File: config.mk
export PLATFORM = sky130hd
export DESIGN_NAME = id_ex_alu_feed
export DESIGN_NICKNAME = d
export VERILOG_FILES = /design/src/rtl/id_ex_alu_feed.sv
export SDC_FILE = /design/constraint.sdc
export NUM_CORES = 1
export LEC_CHECK = 0
export ABC_AREA = 1
export ABC_CLOCK_PERIOD_IN_PS = 3350
export BUFFER_PORTS_ARGS = -buffer_cell sky130_fd_sc_hd__buf_4
export CORE_AREA = 2 2 232 234
export DETAILED_ROUTE_END_ITERATION = 10
export DIE_AREA = 0 0 234 236
export PLACE_DENSITY = 0.58
export SLEW_MARGIN = 25
export SYNTH_ARGS = -nofsm -noshare
export SYNTH_HDL_FRONTEND = slang
export SYNTH_SLANG_ARGS = --single-unit
File: constraint.sdc
create_clock -name clk -period 3.35 [get_ports clk]
set_clock_uncertainty 0.2 [all_clocks]
set_input_delay 0.5025 -clock clk [delete_from_list [all_inputs] [get_ports clk]]
set_output_delay 0.5025 -clock clk [all_outputs]
set_load 0.005 [all_outputs]
File: src/rtl/id_ex_alu_feed.sv
// ---------------------------------------------------------------------------
// id_ex_alu_feed
//
// This block is the ID/EX pipeline register of the 5-stage RISC-V core. It
// also contains the operand-select logic that feeds the 64-bit ALU.
//
// What it does:
//   - Captures the decoded operands and controls coming from ID.
//   - Forwards results from EX/MEM and MEM/WB into the EX operands.
//   - Decodes the 4-bit ALU opcode.
//   - Detects load-use hazards and inserts a bubble when one occurs.
//
// Build option:
//   ID_EX_STALL_CNT_EN  when defined, stall_count is a free-running 32-bit
//                       count of hazard bubbles. When undefined, stall_count
//                       is tied to 0.
//
// Ports:
//   clk, reset              rising-edge clock, synchronous active-high reset
//   id_*                    decoded instruction fields and controls from ID
//   stall_in                global pipeline hold
//   flush                   branch-taken squash of the EX stage
//   exmem_*, memwb_*        writer valid / index / data used for forwarding
//   alu_a, alu_b            ALU operands
//   alu_operation           ALU opcode
//   ex_store_data           forwarded rs2 value, used by stores
//   ex_*                    registered controls and destination index
//   hazard_stall            holds PC and IF/ID during a load-use hazard
//   stall_count             hazard bubble counter (see build option)
// ---------------------------------------------------------------------------
module id_ex_alu_feed #(
    parameter int XLEN       = 64,
    parameter int REG_ADDR_W = 5
) (
    input  logic                  clk,
    input  logic                  reset,
    input  logic                  id_valid,
    input  logic [XLEN-1:0]       id_rs1_data,
    input  logic [XLEN-1:0]       id_rs2_data,
    input  logic [XLEN-1:0]       id_imm,
    input  logic [REG_ADDR_W-1:0] id_rs1,
    input  logic [REG_ADDR_W-1:0] id_rs2,
    input  logic [REG_ADDR_W-1:0] id_rd,
    input  logic [1:0]            id_alu_op,
    input  logic [2:0]            id_funct3,
    input  logic                  id_funct7_b5,
    input  logic                  id_alu_src,
    input  logic                  id_reg_write,
    input  logic                  id_mem_read,
    input  logic                  id_mem_write,
    input  logic                  id_mem_to_reg,
    input  logic                  id_branch,
    input  logic                  stall_in,
    input  logic                  flush,
    input  logic                  exmem_reg_write,
    input  logic                  memwb_reg_write,
    input  logic [REG_ADDR_W-1:0] exmem_rd,
    input  logic [REG_ADDR_W-1:0] memwb_rd,
    input  logic [XLEN-1:0]       exmem_result,
    input  logic [XLEN-1:0]       memwb_result,
    output logic [XLEN-1:0]       alu_a,
    output logic [XLEN-1:0]       alu_b,
    output logic [3:0]            alu_operation,
    output logic [XLEN-1:0]       ex_store_data,
    output logic                  ex_valid,
    output logic                  ex_reg_write,
    output logic                  ex_mem_read,
    output logic                  ex_mem_write,
    output logic                  ex_mem_to_reg,
    output logic                  ex_branch,
    output logic [REG_ADDR_W-1:0] ex_rd,
    output logic                  hazard_stall,
    output logic [31:0]           stall_count
);

    // Everything held in the EX stage. An all-zero value is a bubble: it is
    // invalid, it writes nothing, and it decodes as ADD of 0 + 0.
    typedef struct packed {
        logic                  valid;
        logic                  regWrite;
        logic                  memRead;
        logic                  memWrite;
        logic                  memToReg;
        logic                  branch;
        logic                  aluSrc;
        logic [1:0]            aluOp;
        logic [2:0]            funct3;
        logic                  funct7B5;
        logic [REG_ADDR_W-1:0] rs1;
        logic [REG_ADDR_W-1:0] rs2;
        logic [REG_ADDR_W-1:0] rd;
        logic [XLEN-1:0]       rs1Data;
        logic [XLEN-1:0]       rs2Data;
        logic [XLEN-1:0]       imm;
    } stage_t;

    stage_t stage_q;
    stage_t stage_d;
    stage_t idStage;

    logic [XLEN-1:0] fwdRs1;
    logic [XLEN-1:0] fwdRs2;

    // Load-use hazard: a load in EX writes a register that the ID
    // instruction reads. rs2 only counts when ID actually uses it, that is,
    // when the immediate is not selected. A global hold masks the stall,
    // because nothing advances during a hold anyway.
    assign hazard_stall = ~stall_in & stage_q.valid & stage_q.memRead
                        & (stage_q.rd != '0) & id_valid
                        & ((stage_q.rd == id_rs1)
                           | ((stage_q.rd == id_rs2) & ~id_alu_src));

    // Gather the ID fields into the layout of the stage register.
    always_comb begin
        idStage          = '0;
        idStage.valid    = id_valid;
        idStage.regWrite = id_reg_write;
        idStage.memRead  = id_mem_read;
        idStage.memWrite = id_mem_write;
        idStage.memToReg = id_mem_to_reg;
        idStage.branch   = id_branch;
        idStage.aluSrc   = id_alu_src;
        idStage.aluOp    = id_alu_op;
        idStage.funct3   = id_funct3;
        idStage.funct7B5 = id_funct7_b5;
        idStage.rs1      = id_rs1;
        idStage.rs2      = id_rs2;
        idStage.rd       = id_rd;
        idStage.rs1Data  = id_rs1_data;
        idStage.rs2Data  = id_rs2_data;
        idStage.imm      = id_imm;
    end

    // Next-state selection, in priority order (reset is handled in the flop):
    //   1. flush squashes EX.
    //   2. A hold keeps the current contents.
    //   3. A load-use hazard inserts a bubble.
    //   4. Otherwise ID advances into EX.
    always_comb begin
        stage_d = stage_q;
        if (flush) begin
            stage_d = '0;
        end else if (stall_in) begin
            stage_d = stage_q;
        end else if (hazard_stall) begin
            stage_d = '0;
        end else begin
            stage_d = idStage;
        end
    end

    // Stage register with synchronous reset. Reset overrides a hold, so the
    // stage is empty on the cycle after reset.
    always_ff @(posedge clk) begin
        if (reset) begin
            stage_q <= '0;
        end else begin
            stage_q <= stage_d;
        end
    end

    // Operand forwarding. EX/MEM holds the younger result, so it wins over
    // MEM/WB. x0 is never forwarded because it is hard-wired to zero.
    always_comb begin
        fwdRs1 = stage_q.rs1Data;
        if (exmem_reg_write && exmem_rd != '0 && exmem_rd == stage_q.rs1) begin
            fwdRs1 = exmem_result;
        end else if (memwb_reg_write && memwb_rd != '0 && memwb_rd == stage_q.rs1) begin
            fwdRs1 = memwb_result;
        end

        fwdRs2 = stage_q.rs2Data;
        if (exmem_reg_write && exmem_rd != '0 && exmem_rd == stage_q.rs2) begin
            fwdRs2 = exmem_result;
        end else if (memwb_reg_write && memwb_rd != '0 && memwb_rd == stage_q.rs2) begin
            fwdRs2 = memwb_result;
        end
    end

    assign alu_a         = fwdRs1;
    assign alu_b         = stage_q.aluSrc ? stage_q.imm : fwdRs2;
    assign ex_store_data = fwdRs2;

    // ALU control decode.
    //   - Loads/stores compute an address with ADD.
    //   - Branches compare with SUB.
    //   - funct7 bit 5 selects SUB only for R-type; I-type ignores it.
    //   - Unsupported encodings map to 1111, for which the ALU returns 0.
    always_comb begin
        alu_operation = 4'b1111;
        case (stage_q.aluOp)
            2'b00: alu_operation = 4'b0010;
            2'b01: alu_operation = 4'b0110;
            2'b10: begin
                case (stage_q.funct3)
                    3'b000:  alu_operation = stage_q.funct7B5 ? 4'b0110 : 4'b0010;
                    3'b111:  alu_operation = 4'b0000;
                    3'b110:  alu_operation = 4'b0001;
                    3'b001:  alu_operation = 4'b1000;
                    default: alu_operation = 4'b1111;
                endcase
            end
            default: begin
                case (stage_q.funct3)
                    3'b000:  alu_operation = 4'b0010;
                    3'b111:  alu_operation = 4'b0000;
                    3'b110:  alu_operation = 4'b0001;
                    3'b001:  alu_operation = 4'b1000;
                    default: alu_operation = 4'b1111;
                endcase
            end
        endcase
    end

    assign ex_valid      = stage_q.valid;
    assign ex_reg_write  = stage_q.regWrite;
    assign ex_mem_read   = stage_q.memRead;
    assign ex_mem_write  = stage_q.memWrite;
    assign ex_mem_to_reg = stage_q.memToReg;
    assign ex_branch     = stage_q.branch;
    assign ex_rd         = stage_q.rd;

`ifdef ID_EX_STALL_CNT_EN
    logic [31:0] stallCount_q;
    logic [31:0] stallCount_d;

    // Count only the bubbles caused by hazards. When a flush and a hazard
    // occur on the same edge, the bubble belongs to the flush and is not
    // counted. The counter wraps naturally from 0xFFFFFFFF to 0.
    always_comb begin
        stallCount_d = stallCount_q;
        if (!flush && hazard_stall) begin
            stallCount_d = stallCount_q + 32'd1;
        end
    end

    // Counter register; it is cleared only by reset.
    always_ff @(posedge clk) begin
        if (reset) begin
            stallCount_q <= '0;
        end else begin
            stallCount_q <= stallCount_d;
        end
    end

    assign stall_count = stallCount_q;
`else
    assign stall_count = '0;
`endif

endmodule

# Word level (Yosys, flattened, before mapping)
# Index checks and enable logic that the tools add are counted.
# totals
reg_bits	220
inputBits	364
output_inout_bits	240
wordCells	58
# op_classes
n_eq_ne	11
muxes	10
bitwise	9
n_reduce_logical	12
# ops
op	n
$mux W64	5
$mux W220	1
$pmux W4 S4	2
$eq A5 B5 Y1	6
$reduce_bool A5 Y1	3
$pmux W4 S3	1
$and A1 B1 Y1	6
$eq A3 B3 Y1 const B	2
$logic_and A1 B1 Y1	6
$eq A3 B1 Y1 const B	1
$logic_not A3 Y1	1
$mux W3	1
$eq A2 B1 Y1 const B	1
$eq A2 B2 Y1 const B	1
$logic_not A2 Y1	1
$not A1 Y1	2
$reduce_or A2 Y1	1
$or A1 B1 Y1	1

# Depth between registers and ports, before layout
# Gate-level depths: netlist of run 1.
# depth
ltp_word	7
depth_mapped	11
depth_no_buf	10

# Worst setup path before layout of run 1
# No wires, ideal clock.
# synth_path
kind	input -> output
from	input port exmem_rd[0]
to	output port ex_store_data[10]
arrival_time_ps	1543
required_ps	2647
setup_slack_ps	1104
cell_stages	6
cell_sequence	xnor2_1 nand2_1 nor3_4 buf_6 nand3_1 and2_1
# synth_between
elab_chain_len	4
word_cells_on_any_way	5
classes_between	eq/ne: 1; mux: 1; reduce/logical: 3
# synth_lines
item	line	source
from (decl)	57	input logic [REG_ADDR_W-1:0] exmem_rd,
$reduce_bool A5 Y1	173	if (exmem_reg_write && exmem_rd != '0 && exmem_rd == stage_q.rs2) begin
$logic_and A1 B1 Y1	173	
$logic_and A1 B1 Y1 *	173	
$mux W64 *	173	
to (decl)	64	output logic [XLEN-1:0] ex_store_data,
# Mark *: on every way between the ends. The rest lies on a longest branch, timed or not.

# Worst setup path in the final report of run 1
# layout_path
from	register stage_q[198] (netlist bit)
to	output port ex_store_data[19]
# layout_between
elab_chain_len	4
word_cells_on_any_way	6
classes_between	eq/ne: 2; mux: 2; reduce/logical: 2
# layout_lines
item	line	source
from (decl)	97	stage_t stage_q;
from (signal assigned)	158	stage_q <= stage_d;
$eq A5 B5 Y1	175	end else if (memwb_reg_write && memwb_rd != '0 && memwb_rd == stage_q.rs2) begin
$logic_and A1 B1 Y1	175	
$mux W64	175	
$mux W64 *	173	
# Marked as above.

==> results of run 1 <==
==> cell families (layout without fill, tap and decap cells) <==
group / after synthesis / count (layout)
AO/OA/AOI/OAI: 508 / 508
other: 1 / 36
AND/OR/NAND/NOR: 982 / 982
flip-flops: 220 / 220
XOR/XNOR: 24 / 24
buffers and inverters: 436 / 1093
==> layout make-up <==
cell class | count | area, um^2 | area share [%]
multi-input cells | 1546 | 7430 | 34.6
repair buffers | 831 | 7020 | 32.7
flip-flops and latches | 220 | 4410 | 20.5
well taps | 696 | 871 | 4.05
clock buffers | 36 | 802 | 3.73
inverters | 210 | 797 | 3.71
clock inverters | 16 | 150 | 0.699
diodes | 4 | 10.0 | 0.0466
==> where the power goes <==
part	switching (W)	internal (W)	total, W
Clock	0.00132	0.00185	0.00316
Sequential	0.0000738	0.00273	0.00280
Combinational	0.000887	0.000883	0.00177
Total	0.00228	0.00546	0.00773
==> path summary, 6_finish.rpt <==
kind	startpoint	end	slack [ps]	cells past startpoint
setup reg to reg	ex_rd[4]	stage_q[207]	1120	8
hold reg to reg	ex_valid	ex_valid	290	2
setup / recovery	stage_q[198]	ex_store_data[19]	120	9
hold / removal	id_imm[63]	stage_q[63]	20	3
==> metrics by stage <==
stage	std cells	cell area (um^2)	total power [W]	setup WS, ps
final	3559	21500	0.00773	120
after global routing	3558	21500	0.00807	16.9
after CTS	3551	21400	0.00780	9.68
after detailed placement	3284	18300	0.00439	311
after global placement	3284	18300	0.00437	266
after floorplan	2202	13700	0.00353	1100
==> worst max-delay path, delay by kind of cell (launching register included) <==
kind / cells / cell delay (ps)
buffers and inverters: 2 / 520
DFF: 1 / 420
and+or+nand+nor: 7 / 960
==> synth_stat cells (all sizes together) (2+ instances only) <==
cell type,instances
clkbuf,97
nand4,65
and2,64
xnor2,9
nand2,498
nor2,19
nor3,5
dfxtp,220
xor2,15
o21ai,284
buf,129
nand3,328
a31oi,2
a21oi,220
inv,209
==> routing by layer <==
layer | share of wire (%) | vias to the layer above | wire (um)
met4 | 4.0 | 6 | 2620
li1 | - | 8419 | -
met1 | 40 | 8162 | 26500
met2 | 48 | 853 | 31200
met3 | 7.9 | 160 | 5150
met5 | 0.067 | - | 44
==> repair_timing <==
action                     in CTS  in global routing
buffers inserted                0                  4
hold buffers                  215                  0
pin swaps                       0                  2
gates resized for setup         2                  4
setup endpoints to repair       3                 21
hold endpoints to repair      215                  0
==> flow_summary_export.csv, run 1 <==
group,metric,value,unit
clock_network,h-tree-depth,1,
routing,ant_nets,0,
yosys,synthSimpleGateAreaFrac,32.8,%
global_routing,use_met1,27.5,%
timing,final_max_slew_viol_count,0,
setup_path,crit_arrival,2530,ps
yosys,netlist.top_cell.by_area,"dfxtp_1",
global_routing,antenna_found_initial,6,
floorplanning,std_cell_rows,85,
yosys,synth_area,13600,um^2
clock_network,clk_latency,570,ps
timing,tightest_slew,719,ps
yosys,synth_ff_type,"dfxtp_1",
floorplanning,die_h,236,um
finish,area_growth,58.1,%
global_routing,grt_start_max_net_pins,130,
clock_network,clk_path_buf_depth,3,
yosys,synthCells,2171,
flow_run,cap_violations,0,
yosys,async_flop_share,0,%
global_routing,grt_util_met2,38.4,%
setup_path,cpPeakStageDelay,420,ps
finish,most-common-layout-cells,"buf_4 (595), nand2_1 (496), nand3_1 (325)",
floorplanning,start_util,25.6,%
routing,totalWireLength,65.5,mm
timing,fmax,310,MHz
finish,final_nets,3201,
setup_path,cpMostUsedCell,"nand2_1",
setup_path,critPathRequiredTime,2650,ps
clock_network,cts.sinks,220,
floorplanning,ioPinCount,604,
clock_network,cts_root_buf,"clkbuf_16",
routing,drt_iter0_drc,1236,
floorplanning,die_w,234,um
timing,rsz0062_at_grt,"false",
power,leakage,10.9,nW
finish,num-fill-cells,5518,
power,ir_worst_vdd,326,uV
worst_hold_path,min_path_type,"in2reg",
placement,io_buffer_count,571,
global_routing,first_global_vias,17200,
global_routing,gr-usage-met3,4.29,%
yosys,synth_top_area_share,32.4,%
routing,drcViolationCount,0,
timing,setup_viol,0,
setup_path,cp-end-kind,"output pin",
yosys,synth_xor_area_share,1.55,%
yosys,yosys_register_bits,220,
setup_path,cp_slowest_cell,"dfxtp_1",
global_routing,overflow,0,
yosys,yosys.area_share.adder,0,%
finish,final_core_util,40.5,%
timing,hold-worst-slack,22.6,ps
finish,drive_gt1_share,23.9,%
clock_network,clk_pin_slew,70,ps
placement,gp_congestion,0.899,
yosys,synth_seq_area_share,32.4,%
yosys,syn_area_per_cell,6.26,um^2
yosys,synth_top_family_by_area,"simple AND/OR/NAND/NOR gates",
global_routing,grt-busiest-layer,"met2",
power,power_density,360,nW/um^2
routing,vias,17600,
yosys,synth.area.top_cells,"dfxtp_1 (32%), nand2_1 (14%), nand3_1 (12%), o21ai_0 (10%), a21oi_1 (8.1%)",
routing,drtPass1Iterations,6,
timing,hold_viol,0,
floorplanning,die_area,55200,um^2
timing,timing.final.crit_share,96.4,%
setup_path,setup.worst_path.class,"reg2out",
clock_network,cts_buffers,28,
setup_path,cp_max_fo,42,
yosys,yosysWarnings,0,
timing,tns,0,ps
run_status,status,"completed",
yosys,synth.distinct_cells,29,
timing,slew_headroom,52.1,%
floorplanning,core_area,53100,um^2
setup_path,start_kind,"flop",
finish,largest_reg_flops,209,
global_routing,grt_usage,22.5,%
clock_network,tritoncts,"yes",
global_routing,grt_pass1_wl,98.0,mm
yosys,synth_compound_area_share,18.8,%
finish,final_common_cell,"buf_4",
yosys,synth_mux_area_share,0,%
routing,routedWlPerCell,18.4,um
finish,largest-register,"stage_q",
yosys,synth_edf_count,0,
placement,dp_hpwl,44.8,mm
routing,vias_per_cell,4.95,
timing,period_needed,3230,ps
setup_path,cp_cell_sequence,"nand2_1 > nand2_1 > nand2_1 > nor2_4 > clkbuf_8 > nand4_1 > nand3_1 > and2_1 > buf_4",
Note: power is estimated with default switching activity, not from simulation.
==> inputs of run 2 (changes only) <==
--- a/config.mk
+++ b/config.mk
@@ -8,10 +8,11 @@
 export ABC_AREA = 1
 export ABC_CLOCK_PERIOD_IN_PS = 3350
 export BUFFER_PORTS_ARGS = -buffer_cell sky130_fd_sc_hd__buf_4
-export CORE_AREA = 2 2 232 234
+export CORE_AREA = 2 2 234 236
 export DETAILED_ROUTE_END_ITERATION = 10
-export DIE_AREA = 0 0 234 236
-export PLACE_DENSITY = 0.58
+export DIE_AREA = 0 0 236 238
+export GPL_TIMING_DRIVEN = 0
+export PLACE_DENSITY = 0.57
 export SLEW_MARGIN = 25
 export SYNTH_ARGS = -nofsm -noshare
 export SYNTH_HDL_FRONTEND = slang
==> flow_summary_export.csv, run 2 (same netlist as run 1, synthesis figures left out) <==
group,metric,value,unit
run_status,status,"completed",
setup_path,r2r_slack,1160,ps
setup_path,reg2reg_depth,10,
power,leakage,11.2,nW
timing,hold-worst-slack,20.3,ps
power,power,0.00790,W
timing,fmax,308,MHz
clock_network,cts.sinks,220,
floorplanning,start_util,25.4,%
flow_run,cap_violations,0,
clock_network,tritoncts,"yes",
global_routing,antenna_found_initial,5,
global_routing,first_global_vias,17500,
placement,gp_congestion,0.904,
global_routing,use_met1,31.0,%
clock_network,h-tree-depth,1,
finish,final_common_cell,"buf_4",
power,ir_worst_vdd,275,uV
worst_hold_path,min_path_type,"in2reg",
finish,final_nets,3370,
clock_network,clk_path_buf_depth,3,
routing,drcViolationCount,0,
floorplanning,die_area,56200,um^2
floorplanning,std_cell_rows,85,
global_routing,grt_pass1_wl,107,mm
clock_network,clk_pin_slew,60,ps
worst_hold_path,holdPathEnd,"stage_q[130]",
routing,vias_per_cell,4.83,
timing,setup_viol,0,
setup_path,start_kind,"flop",
global_routing,gr-usage-met3,4.41,%
setup_path,cp_slowest_cell,"buf_4",
timing,timing.final.crit_share,96.9,%
finish,largest_reg_flops,209,
clock_network,cts_root_buf,"clkbuf_16",
clock_network,clk_latency,560,ps
finish,final_core_util,41.2,%
setup_path,setup.worst_path.class,"reg2out",
timing,hold_viol,0,
timing,slew_headroom,32.2,%
finish,most-common-layout-cells,"buf_4 (634), nand2_1 (497), nand3_1 (326)",
setup_path,critPathRequiredTime,2650,ps
global_routing,grt-busiest-layer,"met2",
placement,dp_hpwl,56.5,mm
global_routing,grt_usage,25.0,%
floorplanning,ioPinCount,604,
power,power_density,359,nW/um^2
routing,routedWlPerCell,19.9,um
placement,io_buffer_count,571,
routing,vias,18000,
setup_path,cp-end-kind,"output pin",
setup_path,crit_family,"buffers and inverters",
timing,final_max_slew_viol_count,0,
worst_hold_path,hold_depth,3,
global_routing,grt_start_max_net_pins,14,
setup_path,r2r-start,"ex_rd[1]",
setup_path,r2r-end,"stage_q[69]",
routing,totalWireLength,74.3,mm
routing,ant_nets,0,
setup_path,crit_arrival,2540,ps
floorplanning,die_w,236,um
timing,period_needed,3250,ps
finish,largest-register,"stage_q",
finish,drive_gt1_share,25.6,%
floorplanning,core_area,53500,um^2
global_routing,grt_util_met2,43.9,%
timing,tightest_slew,1020,ps
setup_path,path_buf_inv,3,
floorplanning,die_h,238,um
setup_path,cp_max_fo,10,
routing,drt_iter0_drc,1040,
clock_network,cts_buffers,27,
global_routing,overflow,0,
setup_path,cp_cell_sequence,"xor2_1 > nor2_1 > buf_4 > buf_2 > nand3_1 > nand3_1 > nand2_1 > buf_4",
finish,area_growth,62.0,%
routing,drtPass1Iterations,5,
timing,rsz0062_at_grt,"true",
worst_hold_path,min_from,"id_rs1_data[2]",
setup_path,cpPeakStageDelay,390,ps
run 2: cell count changes in the layout (fill, tap and decap cells not counted), moves of 3 or more:
cell / before / now
buf_1: 0 / 7
buf_12: 18 / 2
buf_2: 0 / 48
buf_4: 595 / 634
buf_6: 2 / 9
bufinv_16: 2 / 5
clkbuf_1: 2 / 82
clkbuf_2: 0 / 19
clkinvlp_4: 5 / 1
dlygate4sd3_1: 215 / 196
nor2_4: 5 / 1
run 2: layer usage:
metal  wire, um  vias to the layer above
met1      30600                     8387
met2      36300                      725
met5         26                        -
li1           -                     8777
met3       5170                      107
met4       2190                        4
run 2: stage by stage:
stage          instances  setup slack, ps  TNS, ps  instance area [um^2]
2_1_floorplan       2202             1100        0                 13700
4_1_cts             3719             18.6        0                 21900
5_1_grt             3724            -17.4    -24.4                 22000
3_3_place_gp        3469             -336   -26610                 18900
6_report            3726              103        0                 22000
3_5_place_dp        3470            -87.2     -221                 18900
run 2: where the power goes:
part / total, W / internal [W] / switching (W) / leakage (nW)
clock network: 0.00324 / 0.00195 / 0.00130 / 0.479
logic: 0.00186 / 0.000911 / 0.000951 / 8.97
registers: 0.00280 / 0.00273 / 0.0000654 / 1.80
total: 0.00790 / 0.00559 / 0.00231 / 11.2
run 2: area by class of cell:
class / instances / area, um^2
flip-flops and latches: 220 / 4410
multi-input cells: 1547 / 7390
clock buffers: 33 / 738
fillers: 5847 / 31500
inverters: 210 / 788
clock inverters: 17 / 220
diodes: 3 / 7.51
well taps: 696 / 871
repair buffers: 774 / 6350
plain buffers: 226 / 1250
run 2: worst max-delay path by stage:
stage,from,to,cells past startpoint
global placement,exmem_rd[3],alu_b[21],9
finish,stage_q[201],alu_b[22],8
global route,stage_q[203],alu_a[33],9
CTS,stage_q[205],alu_a[33],8
detailed placement,memwb_rd[2],alu_a[16],11
floorplan,exmem_rd[0],ex_store_data[10],6
run 2: repair_timing:
item	CTS	global route
buffers inserted	3	3
hold buffers	196	0
resized for setup	15	42
setup endpoints to repair	180	173
pin swaps	2	1
hold endpoints to repair	196	0
cloned	0	1
run 2: worst reg2reg max path: stages, from the launching register on:
cell and delay, ps:
dfxtp_1 430, inv_1 100, o21ai_0 170, nor2_1 60, nand3_1 90, nand2_1 50
nand2_1 210, buf_4 350, buf_4 250, nand2_1 90, a21oi_1 120
